--- config.mk ---
export PLATFORM = sky130hd
export DESIGN_NAME = wb_data_select
export DESIGN_NICKNAME = d
export VERILOG_FILES = /design/src/rtl/wb_data_select.sv
export SDC_FILE = /design/constraint.sdc
export NUM_CORES = 1
export LEC_CHECK = 0
export ABC_AREA = 1
export CORE_AREA = 8 8 125 127
export DETAILED_ROUTE_END_ITERATION = 8
export DIE_AREA = 0 0 133 135
export PLACE_DENSITY = 0.77
export SYNTH_ARGS = -nofsm -noshare
export SYNTH_HDL_FRONTEND = slang
export SYNTH_SLANG_ARGS = --single-unit
--- constraint.sdc ---
create_clock -name clk -period 2.3 [get_ports clk]
set_input_delay 0.46 -clock clk [delete_from_list [all_inputs] [get_ports clk]]
set_output_delay 0.46 -clock clk [all_outputs]
set_load 0.005 [all_outputs]
--- src/rtl/wb_data_select.sv ---
// wb_data_select: registered write-back data selector for the multicycle
// datapath. Picks one of NSRC sources (including a constant and a 1-bit ALU
// flag) for the register-file write data. The memory source waits on a
// memory-ready handshake, then is byte/halfword extracted and sign/zero
// extended. A captured value is held and announced with a one-cycle pulse.
module wb_data_select #(
  parameter int unsigned WIDTH     = 32,
  parameter int unsigned NSRC      = 8,
  parameter int unsigned SEL_W     = 3,
  parameter int unsigned FLAG_IDX  = 1,
  parameter int unsigned CONST_IDX = 4,
  parameter int unsigned CONST_VAL = 227,
  parameter int unsigned MEM_IDX   = 5
) (
  input  logic                  clk,
  input  logic                  reset,
  input  logic                  start,
  input  logic [SEL_W-1:0]      sel,
  input  logic [NSRC*WIDTH-1:0] src_flat,
  input  logic [WIDTH-1:0]      mem_data,
  input  logic                  mem_ready,
  input  logic [1:0]            load_size,
  input  logic                  load_signed,
  input  logic [1:0]            byte_off,
  input  logic                  flush,
  output logic [WIDTH-1:0]      wb_data,
  output logic                  wb_valid,
  output logic                  busy
);

  // Elaboration-time sanity checks on the parameter set.
  if (WIDTH < 32) begin : g_bad_width
    $error("wb_data_select: WIDTH must be at least 32");
  end
  if ((2 ** SEL_W) < NSRC) begin : g_bad_sel_w
    $error("wb_data_select: SEL_W too narrow for NSRC");
  end

  typedef enum logic {
    IDLE     = 1'b0,
    WAIT_MEM = 1'b1
  } state_t;

  typedef enum logic [1:0] {
    SZ_WORD     = 2'b00,
    SZ_HALF     = 2'b01,
    SZ_BYTE     = 2'b10,
    SZ_WORD_ALT = 2'b11
  } size_t;

  // Select codes at select width, so comparisons stay width-matched.
  localparam logic [SEL_W-1:0] FLAG_SEL  = SEL_W'(FLAG_IDX);
  localparam logic [SEL_W-1:0] CONST_SEL = SEL_W'(CONST_IDX);
  localparam logic [SEL_W-1:0] MEM_SEL   = SEL_W'(MEM_IDX);

  state_t           state, state_d;
  size_t            lat_size;
  logic             lat_signed;
  logic [1:0]       lat_off;

  logic [WIDTH-1:0] direct_val;
  logic [WIDTH-1:0] mem_ext;
  logic [WIDTH-1:0] cap_val;
  logic             capture;
  logic             take_load;
  logic [7:0]       mem_byte;
  logic [15:0]      mem_half;

  // Direct source mux: slot value, with flag and constant overrides.
  always_comb begin
    // NOTE: every combinational output gets a default first so no path
    // leaves it unassigned; otherwise synthesis infers a latch.
    direct_val = '0;
    for (int i = 0; i < int'(NSRC); i++) begin
      if (sel == SEL_W'(i)) begin
        direct_val = src_flat[i*WIDTH +: WIDTH];
      end
    end
    if (sel == FLAG_SEL) begin
      direct_val = {{(WIDTH-1){1'b0}}, direct_val[0]};
    end
    if (sel == CONST_SEL) begin
      direct_val = WIDTH'(CONST_VAL);
    end
  end

  // Memory extraction: pick the byte or halfword lane, then extend.
  always_comb begin
    unique case (lat_off)
      2'd0:    mem_byte = mem_data[7:0];
      2'd1:    mem_byte = mem_data[15:8];
      2'd2:    mem_byte = mem_data[23:16];
      default: mem_byte = mem_data[31:24];
    endcase
    mem_half = lat_off[1] ? mem_data[31:16] : mem_data[15:0];
    case (lat_size)
      SZ_HALF: mem_ext = {{(WIDTH-16){lat_signed & mem_half[15]}}, mem_half};
      SZ_BYTE: mem_ext = {{(WIDTH-8){lat_signed & mem_byte[7]}}, mem_byte};
      default: mem_ext = mem_data;
    endcase
  end

  // Next-state and capture decision; flush beats a simultaneous mem_ready.
  always_comb begin
    state_d   = state;
    capture   = 1'b0;
    take_load = 1'b0;
    cap_val   = direct_val;
    case (state)
      IDLE: begin
        if (start) begin
          if (sel == MEM_SEL) begin
            take_load = 1'b1;
            state_d   = WAIT_MEM;
          end else begin
            capture = 1'b1;
          end
        end
      end
      WAIT_MEM: begin
        if (flush) begin
          state_d = IDLE;
        end else if (mem_ready) begin
          capture = 1'b1;
          cap_val = mem_ext;
          state_d = IDLE;
        end
      end
      default: state_d = IDLE;
    endcase
  end

  // State register.
  always_ff @(posedge clk or negedge reset) begin
    // NOTE: sequential state uses non-blocking assignments so every
    // register samples pre-edge values regardless of block ordering.
    if (!reset) begin
      state <= IDLE;
    end else begin
      state <= state_d;
    end
  end

  // Load attributes, latched when a memory capture is requested.
  always_ff @(posedge clk or negedge reset) begin
    // NOTE: these are plain control registers, not a memory array, so they
    // are reset like everything else and never power up as X into the mux.
    if (!reset) begin
      lat_size   <= SZ_WORD;
      lat_signed <= 1'b0;
      lat_off    <= 2'd0;
    end else if (take_load) begin
      lat_size   <= size_t'(load_size);
      lat_signed <= load_signed;
      lat_off    <= byte_off;
    end
  end

  // Write-back data holds between captures; valid pulses for one cycle.
  always_ff @(posedge clk or negedge reset) begin
    if (!reset) begin
      wb_data  <= '0;
      wb_valid <= 1'b0;
    end else begin
      wb_valid <= capture;
      if (capture) begin
        wb_data <= cap_val;
      end
    end
  end

  assign busy = (state == WAIT_MEM);

endmodule

==> tab_implementation.tex <==
\begin{tabular}{lr}
\hline
Metric & Value \\
\hline
\multicolumn{2}{l}{\textbf{Synthesis}} \\
\quad Fraction of registers with async set/reset & 100\% \\
\quad Total standard cell area after synthesis & approximately 4300 um2 \\
\quad Main synth FF type & dfrtp\_1 \\
\quad EDFF count, synth & 0 \\
\quad Register area share after synthesis & between 20\% and 30\% \\
\quad Number of distinct library cells after synthesis & 32 \\
\quad Post-synthesis instance total & 752 \\
\quad Net count of the mapped netlist & roughly 1100 \\
\quad Yosys warnings & 0 \\
\quad Post-synthesis average cell area & approximately 5.7 um2 \\
\quad Number of synthesized register bits & 39 \\
\multicolumn{2}{l}{\textbf{Global routing}} \\
\quad GRT Util Overall & a little under a quarter \\
\quad Wire length of the first global-routing pass & 33400 um \\
\quad Initial antenna violation count & 3 \\
\quad Vias in the first global route & 5943 \\
\quad Leftover overflow at the end of global routing & 0 \\
\quad Maximum number of pins on one net before global-route repair & 37 \\
\multicolumn{2}{l}{\textbf{Status}} \\
\quad Status & complete, no violations \\
\multicolumn{2}{l}{\textbf{Place}} \\
\quad Worst slack after detailed placement & -0.00582 ns \\
\quad Routability congestion estimate & between 0.9 and 1 \\
\quad Input/output buffers & between 200 and 300 \\
\quad HPWL after detailed placement & $\sim$19000 um \\
\multicolumn{2}{l}{\textbf{STA}} \\
\quad Fin. Hold Viols & 0 \\
\quad Setup slack after layout & around 0.28 ns \\
\quad Total Negative Setup Slacks & 0 ns \\
\quad Tcrit/Tclk final & $\sim$88\% \\
\quad Clock skew & between 0.007 and 0.008 ns \\
\quad Achievable Freq & 0.495 GHz \\
\quad Post-layout min period & 2.02 ns \\
\quad Finish-stage setup viols & 0 \\
\quad Worst slew pin tran & just under 0.7 ns \\
\quad Worst relative slew slack & a little over half \\
\quad Slew Viols, Final & 0 \\
\quad Setup repair after global routing missed its margin & no \\
\multicolumn{2}{l}{\textbf{Clock network}} \\
\quad Clock insertion delay at the later pin of the skew report & $\sim$0.29 ns \\
\quad CTS clock-pin slew for the worst setup and hold paths & $\sim$0.070 ns \\
\quad Longest Clk Path Bufs & 2 \\
\quad Num CTS Buffers & 5 \\
\quad TritonCTS clock tree & done \\
\quad Level count of the clock H-tree & 2 \\
\quad Number of buffers added for setup after CTS & 0 \\
\quad Cell at the root of the clock tree & clkbuf\_16 \\
\quad Number of cells upsized or downsized after cts & 0 \\
\quad Hold-fix buffers at CTS & 0 \\
\quad Number of sinks on the clock net & 39 \\
\multicolumn{2}{l}{\textbf{Worst setup path}} \\
\quad Largest stage delay on the critical path & 0.51 ns \\
\quad CP Data Arrival Time & between 2 and 2.5 ns \\
\quad Critical path data required time & about 2.5 ns \\
\quad Classification of the worst setup path & input pin to register \\
\quad Kind of end point of the critical path & register \\
\quad Highest fanout seen on the critical path & 14 \\
\quad Cell with the largest stage delay on the worst path & clkdlybuf4s50\_1 \\
\quad Startpoint kind of the worst setup timing path & input pin \\
\quad Dominant cell type by count on the critical path & nand2\_1 \\
\quad Series of cell instances along the critical path & clkdlybuf4s50\_1, buf\_4, nor3\_4, buf\_4, nand2\_1, nand3\_1, o21ai\_1, nand4\_1, nand2\_1, nand2\_1 \\
\multicolumn{2}{l}{\textbf{Floorplan}} \\
\quad Standard-cell rows & 43 \\
\quad Die span in y & $\sim$140 um \\
\quad Initial standard-cell utilization of the core & between 30\% and 40\% \\
\quad Number of placed I/O pins & about 340 \\
\quad Overall die area & between 15000 and 20000 um2 \\
\quad X dimension of the die & about 130 um \\
\quad Placeable core region & roughly 14000 um2 \\
\multicolumn{2}{l}{\textbf{Power and ir drop}} \\
\quad Fraction of power spent switching nets & 36.2\% \\
\quad Reported net switching power & 1.20 mW \\
\quad Internal Dissipation & roughly 2.1 mW \\
\quad PwrDens & between 400 and 500 nW/um2 \\
\quad Leakage & approximately 3.6 nW \\
\quad Clock network fraction of total power & a little over a fifth \\
\quad Maximum vdd drop & $\sim$0.35 mV \\
\quad Sequential share of power & around a quarter \\
\quad Relative contribution of combinational cells to total power & 52.6\% \\
\multicolumn{2}{l}{\textbf{Route}} \\
\quad Final wirelength & about 22000 um \\
\quad Via Count & 6129 \\
\quad Number of DRC violations after detailed routing & 0 \\
\quad Remaining antenna violation count after routing & 0 \\
\quad Routed wire length per instance & roughly 18 um \\
\quad Post-DR vias/cell & roughly 5 \\
\quad Initial DRC Count & about 690 \\
\quad DR pass1 iterations & 8 \\
\multicolumn{2}{l}{\textbf{Cells and area}} \\
\quad Layout-stage area growth over the synthesis result & 79.3\% \\
\quad Most common cell after layout, fill and taps aside & nand2\_1 \\
\quad Layout cells sized above 1 & slightly above 8\% \\
\quad Fillers & 1296 \\
\quad Total Nets Final & 1357 \\
\quad Highest-count cells in the layout ignoring fill and taps & 344 x nand2\_1, 294 x clkdlybuf4s50\_1, 68 x nor2\_1 \\
\multicolumn{2}{l}{\textbf{Hold path}} \\
\quad Worst Hold Class & input pin to asynchronous set/reset pin \\
\multicolumn{2}{l}{\textbf{Flow run}} \\
\quad Max-cap check violation count & 0 \\
\hline
\end{tabular}
[final cells by class]
cell class                 count  area [um2]  area share (%)
inverter                      39         154            1.99
multi-input combinational    632        2890            37.4
timing repair buffer         337        3330            43.1
antenna                        2        5.00          0.0649
tap                          180         225            2.92
sequential                    39         976            12.6
clock inverter                 3        20.0           0.259
clock buffer                   5         125            1.62
[worst paths after layout]
kind                                   from     endpoint  slack [ns]  cells past startpoint
worst max register to register  lat_size[0]   wb_data[3]        0.35                      9
max in group asynchronous             reset  wb_data[11]        1.57                      2
worst min-delay path                  reset   lat_off[1]        0.18                      1
worst max-delay path                 sel[1]  wb_data[29]        0.28                     10
min in group clk                 wb_data[5]   wb_data[5]        0.49                      2
worst min register to register   wb_data[5]   wb_data[5]        0.49                      2
[registers in the layout (all words and copies together), names as in the netlist]
name / flops
busy: 1
wb_valid: 1
lat_signed: 1
lat_size: 2
lat_off: 2
wb_data: 32
[cells by family after synthesis]
| kind of cell | count (synthesis) | synth area share [%] |
|---|---|---|
| AO/OA/AOI/OAI | 121 | 15.6 |
| adder cells (fa/ha/maj) | 2 | 0.581 |
| buffers and inverters | 81 | 10.3 |
| flip-flops | 39 | 22.7 |
| AND/OR/NAND/NOR | 509 | 50.8 |
[metal layers]
| layer | global-route usage (%) | routed length [um] |
|---|---|---|
| met5 | 0 | 12 |
| met1 | 28.4 | 8740 |
| met4 | 8.26 | 561 |
| met2 | 39.7 | 10800 |
| met3 | 5.79 | 1970 |
[critical path, delay by kind of cell]
kind | cells | cell delay, ns
buffers and inverters | 3 | 0.98
and+or+nand+nor | 6 | 0.73
AOI/OAI and AO/OA | 1 | 0.07
[synthesized netlist by cell type, types with 7 or more instances]
library cell / n / share of area, %
nand4_1: 18 / 2.6
nor2_1: 68 / 5.9
buf_6: 13 / 3.4
dfrtp_1: 39 / 23
nand2_1: 344 / 30
or2_2: 11 / 1.6
a21oi_1: 62 / 7.2
o21ai_0: 24 / 2.8
inv_2: 7 / 0.61
inv_1: 29 / 2.5
clkbuf_1: 11 / 0.96
nand3_1: 50 / 5.8
o211ai_1: 7 / 1.2
buf_2: 14 / 1.6
[per-stage QoR]
step	hold WS, ns	power (mW)	util (%)	area (um2)	cells
CTS	0.197	3.34	56.7	7710	1235
floorplan	0.164	1.68	-	4300	752
detailed placement	0.472	2.63	55.6	7570	1227
global route	0.225	3.55	56.7	7720	1237
global placement	0.466	2.61	55.6	7570	1227
finish	0.177	3.33	56.7	7720	1237
[power by group through the flow]
| stage | combinational (mW) | clock, mW | sequential (mW) |
|---|---|---|---|
| floorplan | 0.786 | 0 | 0.890 |
| global placement | 1.72 | 0 | 0.889 |
| detailed placement | 1.74 | 0 | 0.893 |
| CTS | 1.75 | 0.705 | 0.882 |
| global route | 1.91 | 0.737 | 0.896 |
| finish | 1.75 | 0.696 | 0.882 |
Power figures use the tool's default switching activity.
